<file path="src/rtl/fsm_pkg.sv">
// Shared types and limits for the serial fsm stages.
// The deserializer state encoding lives here so neighbouring stages can decode it.
package fsm_pkg;

    typedef enum logic {
        DS_IDLE  = 1'b0,
        DS_SHIFT = 1'b1
    } deser_state_t;

    localparam int DESER_MAX_WIDTH = 32;

endpackage

</file>
<file path="src/rtl/serial_word_deser_slot.sv">
// One-entry valid/ready holding register.
// A load that arrives while the slot cannot be freed is refused and flagged on drop.
module word_slot #(
    parameter int WIDTH = 8
) (
    input  logic             clk,
    input  logic             rst,
    input  logic             load,
    input  logic [WIDTH-1:0] load_data,
    input  logic             ready,
    output logic [WIDTH-1:0] data,
    output logic             valid,
    output logic             drop
);

    logic [WIDTH-1:0] data_reg;
    logic             valid_reg;
    logic             free;

    // The slot counts as free when its current word is consumed this very cycle.
    assign free = ~valid_reg | ready;
    assign drop = load & ~free;

    always_ff @(posedge clk or posedge rst) begin
        if (rst) begin
            data_reg  <= '0;
            valid_reg <= 1'b0;
        end else if (load && free) begin
            data_reg  <= load_data;
            valid_reg <= 1'b1;
        end else if (ready) begin
            valid_reg <= 1'b0;
        end
    end

    assign data  = data_reg;
    assign valid = valid_reg;

endmodule

</file>
<file path="src/rtl/serial_word_deser.sv">
// LSB-first serial-to-parallel word collector framed by a start-of-frame strobe,
// with sticky overrun and frame-error flags.
module serial_word_deser
    import fsm_pkg::*;
#(
    parameter int WIDTH = 8
) (
    input  logic             clk,
    input  logic             rst,
    input  logic             bit_in,
    input  logic             bit_valid,
    input  logic             sof,
    output logic [WIDTH-1:0] word_data,
    output logic             word_valid,
    input  logic             word_ready,
    output logic             busy,
    output logic             overrun,
    output logic             frame_err,
    input  logic             clr_err
);

    localparam int            CW       = (WIDTH > 1) ? $clog2(WIDTH) : 1;
    localparam logic [CW-1:0] LAST_IDX = CW'(WIDTH - 1);

    deser_state_t     state_reg, state_next;
    logic [CW-1:0]    cnt_reg, cnt_next;
    logic [WIDTH-1:0] sr_reg, sr_next;
    logic [WIDTH-1:0] shifted;
    logic             overrun_reg, overrun_next;
    logic             frame_err_reg, frame_err_next;
    logic             word_done;
    logic             frame_set;
    logic             slot_drop;

    // New bits enter at the top so that after WIDTH shifts the sof bit lands in bit 0.
    generate
        for (genvar gi = 0; gi < WIDTH - 1; gi++) begin : g_shift
            assign shifted[gi] = sr_reg[gi+1];
        end
    endgenerate
    assign shifted[WIDTH-1] = bit_in;

    always_comb begin
        state_next = state_reg;
        cnt_next   = cnt_reg;
        sr_next    = sr_reg;
        word_done  = 1'b0;
        frame_set  = 1'b0;
        case (state_reg)
            DS_IDLE: begin
                if (bit_valid && sof) begin
                    sr_next    = shifted;
                    cnt_next   = CW'(1);
                    state_next = DS_SHIFT;
                end
            end
            DS_SHIFT: begin
                if (bit_valid) begin
                    sr_next = shifted;
                    if (sof) begin
                        // Truncated frame: restart the count on this bit.
                        frame_set = 1'b1;
                        cnt_next  = CW'(1);
                    end else if (cnt_reg == LAST_IDX) begin
                        word_done  = 1'b1;
                        cnt_next   = '0;
                        state_next = DS_IDLE;
                    end else begin
                        cnt_next = cnt_reg + CW'(1);
                    end
                end
            end
            default: begin
                state_next = DS_IDLE;
                cnt_next   = '0;
            end
        endcase
    end

    // Setting beats clearing when both happen in the same cycle.
    always_comb begin
        overrun_next   = overrun_reg;
        frame_err_next = frame_err_reg;
        if (clr_err) begin
            overrun_next   = 1'b0;
            frame_err_next = 1'b0;
        end
        if (slot_drop) begin
            overrun_next = 1'b1;
        end
        if (frame_set) begin
            frame_err_next = 1'b1;
        end
    end

    always_ff @(posedge clk or posedge rst) begin
        if (rst) begin
            state_reg     <= DS_IDLE;
            cnt_reg       <= '0;
            sr_reg        <= '0;
            overrun_reg   <= 1'b0;
            frame_err_reg <= 1'b0;
        end else begin
            state_reg     <= state_next;
            cnt_reg       <= cnt_next;
            sr_reg        <= sr_next;
            overrun_reg   <= overrun_next;
            frame_err_reg <= frame_err_next;
        end
    end

    word_slot #(
        .WIDTH(WIDTH)
    ) u_slot (
        .clk      (clk),
        .rst      (rst),
        .load     (word_done),
        .load_data(shifted),
        .ready    (word_ready),
        .data     (word_data),
        .valid    (word_valid),
        .drop     (slot_drop)
    );

    assign busy      = (state_reg == DS_SHIFT);
    assign overrun   = overrun_reg;
    assign frame_err = frame_err_reg;

endmodule

</file>
<file path="config.mk">
export PLATFORM = sky130hd
export DESIGN_NAME = serial_word_deser
export DESIGN_NICKNAME = d
export VERILOG_FILES = /design/src/rtl/fsm_pkg.sv /design/src/rtl/serial_word_deser_slot.sv /design/src/rtl/serial_word_deser.sv
export SDC_FILE = /design/constraint.sdc
export NUM_CORES = 1
export LEC_CHECK = 0
export CORE_MARGIN = 2
export CORE_UTILIZATION = 37
export CTS_CLUSTER_SIZE = 25
export DETAILED_ROUTE_END_ITERATION = 8
export PLACE_DENSITY_LB_ADDON = 0.2
export SLEW_MARGIN = 0
export SYNTH_ARGS = -nofsm -noshare
export SYNTH_HDL_FRONTEND = slang
export SYNTH_HIERARCHICAL = 1
export SYNTH_SLANG_ARGS = --single-unit
</file>
<file path="constraint.sdc">
create_clock -name clk -period 3.6 [get_ports clk]
set_clock_uncertainty 0.05 [all_clocks]
set_input_delay 0.72 -clock clk [delete_from_list [all_inputs] [get_ports clk]]
set_output_delay 0.72 -clock clk [all_outputs]
set_load 0.05 [all_outputs]
</file>
Word level (Yosys, flattened, before mapping)

Index checks and enable logic that the tools add are counted.

Bits in registers: 23
Bits of input ports: 7
Output and inout bits: 12
Logic and storage cells: 47

Add/subtract/negate cells: 1
Eq/ne operators: 3
Mux-type cells: 25
Bitwise gates (word level): 5
Reductions and logical operators: 6

Operator list:

| kind                                                          | count |
|---|---|
| 1-bit two-way mux                                             | 16 |
| 8-bit two-way mux                                             | 2 |
| 8-bit case mux with 2 select lines                            | 1 |
| 3-bit two-way mux                                             | 4 |
| 3-bit case mux with 2 select lines                            | 1 |
| 2-bit nonzero test                                            | 3 |
| 2-bit != test, second input constant                          | 2 |
| 3-bit by 1-bit adder with 3-bit output, second input constant | 1 |
| 3-bit equality test, second input constant                    | 1 |
| 1-bit inverter                                                | 3 |
| 1-bit logical AND                                             | 2 |
| 1-bit case mux with 2 select lines                            | 1 |
| 2-bit AND reduction                                           | 1 |
| 1-bit AND                                                     | 1 |
| 1-bit OR                                                      | 1 |

Logic depth before layout (Yosys ltp)

Gate-level depths: netlist of run 1.

Depth after elaboration: 7
Depth in mapped cells: 7
Gate-level depth less buffers: 7

By module

The synthesis of run 1 kept the hierarchy.

By module, submodules not included:

| module            | instances | cells an instance | area each (sq um) | sequential area each (sq um) |
|---|---|---|---|---|
| serial_word_deser | 1         | 38                | 558.0             | 325.3 |
| word_slot         | 1         | 23                | 385.4             | 225.2 |

Worst setup path before layout of run 1

No wires, ideal clock.

Path type: input to register
Start point: in bit_valid
End point: reg u_slot.data_reg[0] (netlist: u_slot/data[0])
Setup time: 0.125 ns
Arrival time: 1.686 ns
Data required time: 3.425 ns
Path slack: 1.739 ns
Cell stages on the path: 5
Buffers on the path: 1
Path through: buf_6 -> nand2_1 -> nor3_1 -> nand2_4 -> mux2_4

Longest elaborated chain between the ends: 3

Ends and longest elaborated chain:

| element                | line                         | source |
|---|---|---|
| start: declaration     | serial_word_deser.sv:11      | `input logic bit_valid,` |
| 1-bit two-way mux      | serial_word_deser.sv:58      | `if (bit_valid) begin` |
| 1-bit two-way mux      | serial_word_deser.sv:49      | `case (state_reg)` |
| named net word_done    | serial_word_deser.sv:31      | `logic word_done;` |
| 1-bit logical AND      | serial_word_deser_slot.sv:28 | `end else if (load && free) begin` |
| end signal: assignment | serial_word_deser_slot.sv:29 | `data_reg <= load_data;` |
| end: declaration       | serial_word_deser_slot.sv:16 | `logic [WIDTH-1:0] data_reg;` |

The timed path passes the listed nets, and every way through them passes these cells.
A chain may end at the register's enable or synchronous reset.

Worst setup path in the final report of run 1

Start point: reg state_reg (netlist: busy)
End point: out busy

RTL lines:

| element                  | line                     | source |
|---|---|---|
| start: declaration       | serial_word_deser.sv:25  | `deser_state_t state_reg, state_next;` |
| start signal: assignment | serial_word_deser.sv:104 | `state_reg <= state_next;` |
| end: declaration         | serial_word_deser.sv:16  | `output logic busy,` |

No word-level cell between the ends.

==> impl_metrics.env, run 1 <==
export IMPL_path_cells="clkdlybuf4s50_1"
export IMPL_clkTransAtPathRegs_ns=0.11
export IMPL_grt_max_degree=14
export IMPL_netSwitchingPower_uw=237.7
export IMPL_design_area_um2=1202
export IMPL_r2r_slack_ns=1.72
export IMPL_drive_gt1_share_pct=30.49
export IMPL_slowest_stage="clkdlybuf4s50_1"
export IMPL_grt_overflow_total=0
export IMPL_utilization_pct=48.98
export IMPL_synth_nets=70
export IMPL_numCtsBuffers=3
export IMPL_insertion_delay_ns=0.29
export IMPL_grt_usage_pct=11.89
export IMPL_ys_ff_latch=22
export IMPL_synth_area_um2=943.4
export IMPL_start_util_pct=38.43
export IMPL_core_um2=2455
export IMPL_cp_start_kind="flop"
export IMPL_cts_hold_buf=0
export IMPL_io_pins=19
export IMPL_place_area_um2=1150
export IMPL_setup_ws_ns=1.177
export IMPL_rsz0062_at_grt="no"
export IMPL_place_ws_ns=1.089
export IMPL_diodes=0
export IMPL_timing_final_crit_share_pct=67.31
export IMPL_ys_seq_area_share_pct=58.36
export IMPL_worst_path_dominant_cell_family="buffers and inverters"
export IMPL_worst_ep_required_time_ns=2.83
export IMPL_tritoncts="built"
export IMPL_path_buf_inv=1
export IMPL_crit_path_max_fanout=7
export IMPL_wl_per_cell_um=12.68
export IMPL_post_place_cells=108
export IMPL_worstPathArrival_ns=1.65
export IMPL_cts_resized=0
export IMPL_cts_sinks=22
export IMPL_dieArea_um2=2970
export IMPL_hold_ws_ns=0.4548
export IMPL_path_class="flop to output pin"
export IMPL_ant_nets=0
export IMPL_finalSetupTns_ns=0
export IMPL_final_nets=92
export IMPL_port_buffers=18
export IMPL_crit_path_end_kind="output pin"
export IMPL_largest_reg_flops=8
export IMPL_fmax_ghz=0.4127
export IMPL_relSlewSlack_pct=67.03
export IMPL_pwr_share_clk_pct=23.9
export IMPL_grt_pass1_vias=548
export IMPL_design_power_total_uw=766.6
export IMPL_slew_viol_final=0
export IMPL_drv_cap=0
export IMPL_vias_per_cell=4.768
export IMPL_route_detailed_drc=0
export IMPL_worstMarginPinSlew_ns=0.4930
export IMPL_power_internal_uw=528.9
export IMPL_post_cts_setup_buffers=0
export IMPL_swShare_pct=31.00
export IMPL_hold_viol=0
export IMPL_clock_root_buffer="clkbuf_4"
export IMPL_cts_buffer_depth=2
export IMPL_cts_max_level=1
export IMPL_p_leak_nw=0.5783
export IMPL_place_gp_congestion=0.6561
export IMPL_area_growth_pct=27.45
export IMPL_layoutNonFillerInstCount=112
export IMPL_grt_pass1_wl_um=2449
export IMPL_power_density_nw_per_um2=637.5
export IMPL_firstDrtPassIters=3
export IMPL_die_h_um=54.50
export IMPL_hold_class="flop to flop"
export IMPL_die_x_um=54.50
export IMPL_max_stage_delay_ns=0.86
export IMPL_p_comb_share_pct=31.6
export IMPL_syn_avg_cell_area_um2=15.47
export IMPL_timing_final_crit_period_ns=2.423
export IMPL_status="complete, no violations"
export IMPL_num_vias=534
export IMPL_yosys_warnings=6
export IMPL_final_cell_mix="dfrtp_1 (22), clkdlybuf4s50_1 (18), mux2_4 (8), mux2_2 (7), inv_1 (5)"
export IMPL_peakVddDrop_v=0.0004324
export IMPL_row_count=18
export IMPL_wl_um=1420
export IMPL_synthDistinctLibCells=18
export IMPL_dp_hpwl_um=1089
export IMPL_antenna_found_initial=0
export IMPL_drtIter0Drc=2
export IMPL_final_common_cell="dfrtp_1"
export IMPL_seqPwrFrac_pct=44.4
export IMPL_setup_viol=0
export IMPL_syn_inst=61
Yosys cell counts:
master | instances | area [um2]
dfrtp_1 | 22 | 550.5
mux2_4 | 8 | 120.1
mux2_2 | 7 | 78.83
inv_1 | 5 | 18.77
nand2_1 | 3 | 11.26
a22o_2 | 2 | 20.02
a32o_1 | 2 | 20.02
ha_1 | 2 | 25.02
a21o_1 | 1 | 7.510
a221o_2 | 1 | 11.26
and3b_1 | 1 | 8.760
buf_6 | 1 | 11.26
nand2_4 | 1 | 11.26
nand2b_4 | 1 | 13.76
nor2_1 | 1 | 3.750
nor3_1 | 1 | 5.000
nor4bb_1 | 1 | 10.01
o21ai_4 | 1 | 16.27
cell type report:
| cell class | instances | area, um2 |
|---|---|---|
| Clock buffer | 3 | 22.52 |
| Multi-Input combinational cell | 33 | 362.8 |
| Inverter | 5 | 18.77 |
| Clock inverter | 1 | 30.03 |
| Sequential cell | 22 | 550.5 |
| Timing Repair Buffer | 18 | 180.2 |
| Tap cell | 30 | 37.54 |
| Fill cell | 217 | 1252 |
routing by layer:
| metal | global-route usage, % | wire length, um |
|---|---|---|
| met5 | 0 | 0 |
| met4 | 3.750 | 15 |
| met3 | 4.918 | 63 |
| met2 | 18.88 | 710 |
| met1 | 14.69 | 631 |
cells by family after synthesis:
group                      count (synthesis)  share of synthesized area, %
buffers and inverters                      6                         3.183
adders and majority gates                  2                         2.652
muxes                                     15                         21.09
AOI/OAI and AO/OA                          7                         7.958
and+or+nand+nor                            9                         6.763
DFF                                       22                         58.36
final timing paths:
kind / end / startpoint / cells past startpoint
setup / recovery: busy / busy / 1
max in group asynchronous: sr_reg[6] / rst / 2
setup reg to reg: u_slot/data[0] / cnt_reg[0] / 6
hold / removal: overrun / overrun / 1
min in group asynchronous: u_slot/data[7] / rst / 2
hold reg to reg: overrun / overrun / 1
power by group through the flow:
| stage | registers [mW] | clock network (mW) | logic [mW] |
|---|---|---|---|
| after floorplan | 0.429 | 0 | 0.0859 |
| after global placement | 0.345 | 0 | 0.242 |
| after detailed placement | 0.347 | 0 | 0.245 |
| after CTS | 0.342 | 0.193 | 0.245 |
| after global routing | 0.350 | 0.202 | 0.259 |
| final | 0.341 | 0.184 | 0.242 |
(Power assumes the default switching activity.)
==> run 2: changes to the inputs <==
==> constraint.sdc (replaced) <==
create_clock -name clk -period 2.2 [get_ports clk]
set_clock_uncertainty 0.05 [all_clocks]
set_input_delay 0.44 -clock clk [delete_from_list [all_inputs] [get_ports clk]]
set_output_delay 0.44 -clock clk [all_outputs]
set_load 0.05 [all_outputs]
==> impl_metrics.env, run 2 (synthesized netlist as in run 1, its figures left out) <==
export IMPL_tritoncts="built"
export IMPL_worst_ep_required_time_ns=1.71
export IMPL_wl_per_cell_um=11.96
export IMPL_cts_hold_buf=0
export IMPL_vias_per_cell=4.823
export IMPL_start_util_pct=38.43
export IMPL_antenna_found_initial=0
export IMPL_worstMarginPinSlew_ns=0.4933
export IMPL_io_pins=19
export IMPL_route_detailed_drc=0
export IMPL_place_ws_ns=0.08287
export IMPL_firstDrtPassIters=2
export IMPL_cts_sinks=22
export IMPL_grt_overflow_total=0
export IMPL_rsz0062_at_grt="no"
export IMPL_largest_reg_flops=8
export IMPL_drv_cap=0
export IMPL_cp_start_kind="flop"
export IMPL_cts_max_level=1
export IMPL_relSlewSlack_pct=67.01
export IMPL_diodes=0
export IMPL_worstPathArrival_ns=1.63
export IMPL_slew_viol_final=0
export IMPL_hold_class="input pin to asynchronous set/reset pin"
export IMPL_row_count=18
export IMPL_p_comb_share_pct=31.5
export IMPL_path_cells="clkdlybuf4s50_1"
export IMPL_ant_nets=0
export IMPL_dp_hpwl_um=1014
export IMPL_power_internal_uw=865.7
export IMPL_crit_path_end_kind="output pin"
export IMPL_timing_final_crit_period_ns=2.119
export IMPL_setup_ws_ns=0.08085
export IMPL_crit_cells=1
export IMPL_num_vias=545
export IMPL_setup_viol=0
export IMPL_max_stage_delay_ns=0.85
export IMPL_timing_final_crit_share_pct=96.32
export IMPL_final_nets=93
export IMPL_final_common_cell="dfrtp_1"
export IMPL_grt_pass1_wl_um=2235
export IMPL_port_buffers=18
export IMPL_utilization_pct=49.29
export IMPL_hold_viol=0
export IMPL_grt_pass1_vias=535
export IMPL_place_gp_congestion=0.6902
export IMPL_cts_resized=0
export IMPL_die_h_um=54.50
export IMPL_pwr_share_clk_pct=24.4
export IMPL_rr_worst_depth=6
export IMPL_cts_buffer_depth=2
export IMPL_insertion_delay_ns=0.30
export IMPL_peakVddDrop_v=0.0004804
export IMPL_die_x_um=54.50
export IMPL_wl_um=1352
export IMPL_finalSetupTns_ns=0
export IMPL_dieArea_um2=2970
export IMPL_drive_gt1_share_pct=31.33
export IMPL_drtIter0Drc=1
export IMPL_status="complete, no violations"
export IMPL_clkTransAtPathRegs_ns=0.13
export IMPL_fmax_ghz=0.4719
export IMPL_nFillCells=229
export IMPL_post_cts_setup_buffers=0
export IMPL_worst_path_dominant_cell_family="buffers and inverters"
export IMPL_grt_max_degree=14
export IMPL_crit_path_max_fanout=7
export IMPL_final_cell_mix="dfrtp_1 (22), clkdlybuf4s50_1 (18), mux2_4 (8), mux2_2 (7), inv_1 (5)"
export IMPL_swShare_pct=31.09
export IMPL_area_growth_pct=28.25
export IMPL_seqPwrFrac_pct=44.2
export IMPL_p_leak_nw=0.5832
export IMPL_clock_root_buffer="clkbuf_4"
export IMPL_numCtsBuffers=3
export IMPL_path_buf_inv=1
export IMPL_core_um2=2455
export IMPL_grt_usage_pct=11.06
export IMPL_path_class="flop to output pin"
export IMPL_design_power_total_mw=1.256
export IMPL_netSwitchingPower_uw=390.7
export IMPL_slowest_stage="clkdlybuf4s50_1"
export IMPL_power_density_nw_per_um2=1038
run 2: through the flow:
step | hold slack (ns) | cells | instance area [um2]
after global placement | 0.4145 | 109 | 1157
after detailed placement | 0.4283 | 109 | 1157
after CTS | 0.3870 | 113 | 1210
after floorplan | 0.2179 | 61 | 943.4
after global routing | 0.3887 | 113 | 1210
final | 0.3703 | 113 | 1210
run 2: worst paths after layout:
path / to / slack (ns) / start
max: busy / 0.08 / busy
min: u_slot/data[7] / 0.37 / rst
max reg2reg: u_slot/data[0] / 0.31 / cnt_reg[0]
min reg2reg: overrun / 0.45 / overrun
max in group asynchronous: sr_reg[1] / 1.33 / rst
min in group clk: overrun / 0.45 / overrun
run 2: power groups by stage:
| stage | clock [mW] | sequential (mW) | combinational, mW |
|---|---|---|---|
| 3_5_place_dp | 0 | 0.566 | 0.400 |
| 3_3_place_gp | 0 | 0.564 | 0.398 |
| 5_1_grt | 0.332 | 0.571 | 0.421 |
| 2_1_floorplan | 0 | 0.701 | 0.141 |
| 4_1_cts | 0.316 | 0.558 | 0.400 |
| 6_report | 0.306 | 0.555 | 0.395 |
run 2: final cells by class:
type	count	area (um2)	share of cell area, %
multi-input combinational	33	362.8	29.99
tap	30	37.54	3.102
sequential	22	550.5	45.50
inverter	5	18.77	1.551
clock inverter	1	30.03	2.482
timing repair buffer	19	187.7	15.51
clock buffer	3	22.52	1.861
run 2: routing by layer:
metal	routed length (um)	share of wire, %	global-route usage [%]
met1	627	46	13.57
met2	642	47	17.27
met3	63	4.7	2.459
met4	19	1.4	7.500
met5	0	0	0
==> run 3: changes to the inputs <==
--- a/config.mk
+++ b/config.mk
@@ -6,7 +6,8 @@
 export NUM_CORES = 1
 export LEC_CHECK = 0
 export CORE_MARGIN = 2
-export CORE_UTILIZATION = 37
+export CORE_UTILIZATION = 30
+export CTS_CLUSTER_DIAMETER = 120
 export CTS_CLUSTER_SIZE = 25
 export DETAILED_ROUTE_END_ITERATION = 8
 export PLACE_DENSITY_LB_ADDON = 0.2
==> impl_metrics.env, run 3 (synthesized netlist as in run 1, its figures left out) <==
export IMPL_status="complete, no violations"
export IMPL_cts_buffer_depth=2
export IMPL_drv_cap=0
export IMPL_grt_max_degree=14
export IMPL_cts_hold_buf=0
export IMPL_tritoncts="built"
export IMPL_timing_final_crit_period_ns=2.025
export IMPL_num_vias=553
export IMPL_row_count=20
export IMPL_worstPathArrival_ns=1.54
export IMPL_reg2reg_to="u_slot/data[6]"
export IMPL_core_um2=3028
export IMPL_start_util_pct=31.16
export IMPL_nFillCells=281
export IMPL_path_cells="clkdlybuf4s50_1"
export IMPL_die_x_um=60.08
export IMPL_die_h_um=60.08
export IMPL_worstMarginPinSlew_ns=0.4989
export IMPL_cts_sinks=22
export IMPL_power_density_nw_per_um2=1022
export IMPL_vias_per_cell=4.320
export IMPL_r2r_slack_ns=0.31
export IMPL_clock_root_buffer="clkbuf_4"
export IMPL_hold_ws_ns=0.3559
export IMPL_grt_pass1_wl_um=2387
export IMPL_firstDrtPassIters=3
export IMPL_clkTransAtPathRegs_ns=0.12
export IMPL_pwr_share_clk_pct=24.4
export IMPL_drive_gt1_share_pct=32.14
export IMPL_power_internal_uw=867.6
export IMPL_cp_start_kind="flop"
export IMPL_drtIter0Drc=4
export IMPL_cp_startpoint="u_slot/valid"
export IMPL_wl_per_cell_um=11.33
export IMPL_timing_final_crit_share_pct=92.05
export IMPL_ant_nets=0
export IMPL_seqPwrFrac_pct=43.9
export IMPL_p_leak_nw=0.5879
export IMPL_path_buf_inv=1
export IMPL_setup_viol=0
export IMPL_worst_ep_required_time_ns=1.71
export IMPL_slew_viol_final=0
export IMPL_slowest_stage="clkdlybuf4s50_1"
export IMPL_grt_usage_pct=9.361
export IMPL_area_growth_pct=31.17
export IMPL_worst_path_dominant_cell_family="buffers and inverters"
export IMPL_swShare_pct=31.37
export IMPL_io_pins=19
export IMPL_crit_path_max_fanout=2
export IMPL_dieArea_um2=3609
export IMPL_dp_hpwl_um=1066
export IMPL_diodes=0
export IMPL_final_common_cell="dfrtp_1"
export IMPL_max_stage_delay_ns=0.82
export IMPL_finalSetupTns_ns=0
export IMPL_fmax_ghz=0.4938
export IMPL_grt_pass1_vias=522
export IMPL_hold_class="input pin to asynchronous set/reset pin"
export IMPL_largest_reg_flops=8
export IMPL_antenna_found_initial=0
export IMPL_final_cell_mix="dfrtp_1 (22), clkdlybuf4s50_1 (17), mux2_4 (8), mux2_2 (7), inv_1 (5)"
export IMPL_insertion_delay_ns=0.31
export IMPL_design_power_total_mw=1.264
export IMPL_place_gp_congestion=0.7211
export IMPL_seq_area_um2=550.5
export IMPL_r2r_start="cnt_reg[0]"
export IMPL_cts_max_level=1
export IMPL_peakVddDrop_v=0.0005175
export IMPL_path_class="flop to output pin"
export IMPL_p_comb_share_pct=31.7
export IMPL_relSlewSlack_pct=66.69
export IMPL_grt_overflow_total=0
export IMPL_hold_viol=0
export IMPL_netSwitchingPower_uw=396.6
export IMPL_port_buffers=18
export IMPL_rsz0062_at_grt="no"
export IMPL_wl_um=1450
export IMPL_numCtsBuffers=3
export IMPL_rr_worst_depth=6
export IMPL_crit_path_end_kind="output pin"
export IMPL_final_nets=94
export IMPL_route_detailed_drc=0
export IMPL_multi_input_area_um2=362.8
[run 3: cell types whose count changed in the layout (fill, tap and decap cells not counted), sizes merged]
cell and delta:
buf +1, clkdlybuf4s50 -1, dlymetal6s2s +1
[run 3: area by class of cell]
| class | count | area share (%) |
|---|---|---|
| Inverter | 5 | 1.517 |
| Tap cell | 44 | 4.449 |
| Multi-Input combinational cell | 33 | 29.32 |
| Timing Repair Buffer | 20 | 15.98 |
| Clock buffer | 3 | 1.820 |
| Sequential cell | 22 | 44.49 |
| Clock inverter | 1 | 2.427 |
[run 3: timing repair]
item,CTS,global route
buffers inserted,0,0
resized for setup,0,1
endpoints found under the setup margin,0,1
[run 3: power groups by stage]
stage	Sequential (mW)	Combinational (mW)	Clock [mW]
floorplan	0.701	0.141	0
global placement	0.565	0.399	0
detailed placement	0.567	0.405	0
CTS	0.558	0.405	0.321
global route	0.571	0.423	0.344
finish	0.555	0.400	0.309
[run 3: how the worst max path moves through the flow]
stage                     slack, ns  cells after the start             end
after detailed placement       0.15                      5  u_slot/data[7]
after global routing           0.11                      1      word_valid
after floorplan                0.39                      4  u_slot/data[0]
final                          0.17                      1      word_valid
after global placement         0.17                      5  u_slot/data[6]
after CTS                      0.04                      1            busy
[run 3: metrics by stage]
stage / instance area, um2 / utilization (%) / setup WS, ns / std cells
after floorplan: 943.4 / - / 0.3888 / 61
after global placement: 1182 / 39.05 / 0.1734 / 124
after detailed placement: 1182 / 39.05 / 0.1544 / 124
after CTS: 1235 / 40.79 / 0.04198 / 128
after global routing: 1237 / 40.87 / 0.1053 / 128
final: 1237 / 40.87 / 0.1749 / 128
[run 3: metal layers]
metal	vias to the layer above	GRT usage, %	routed length (um)
met5	-	0	0
met2	13	15.06	697
li1	264	-	-
met1	272	10.57	652
met4	0	3.810	27
met3	4	4.545	73
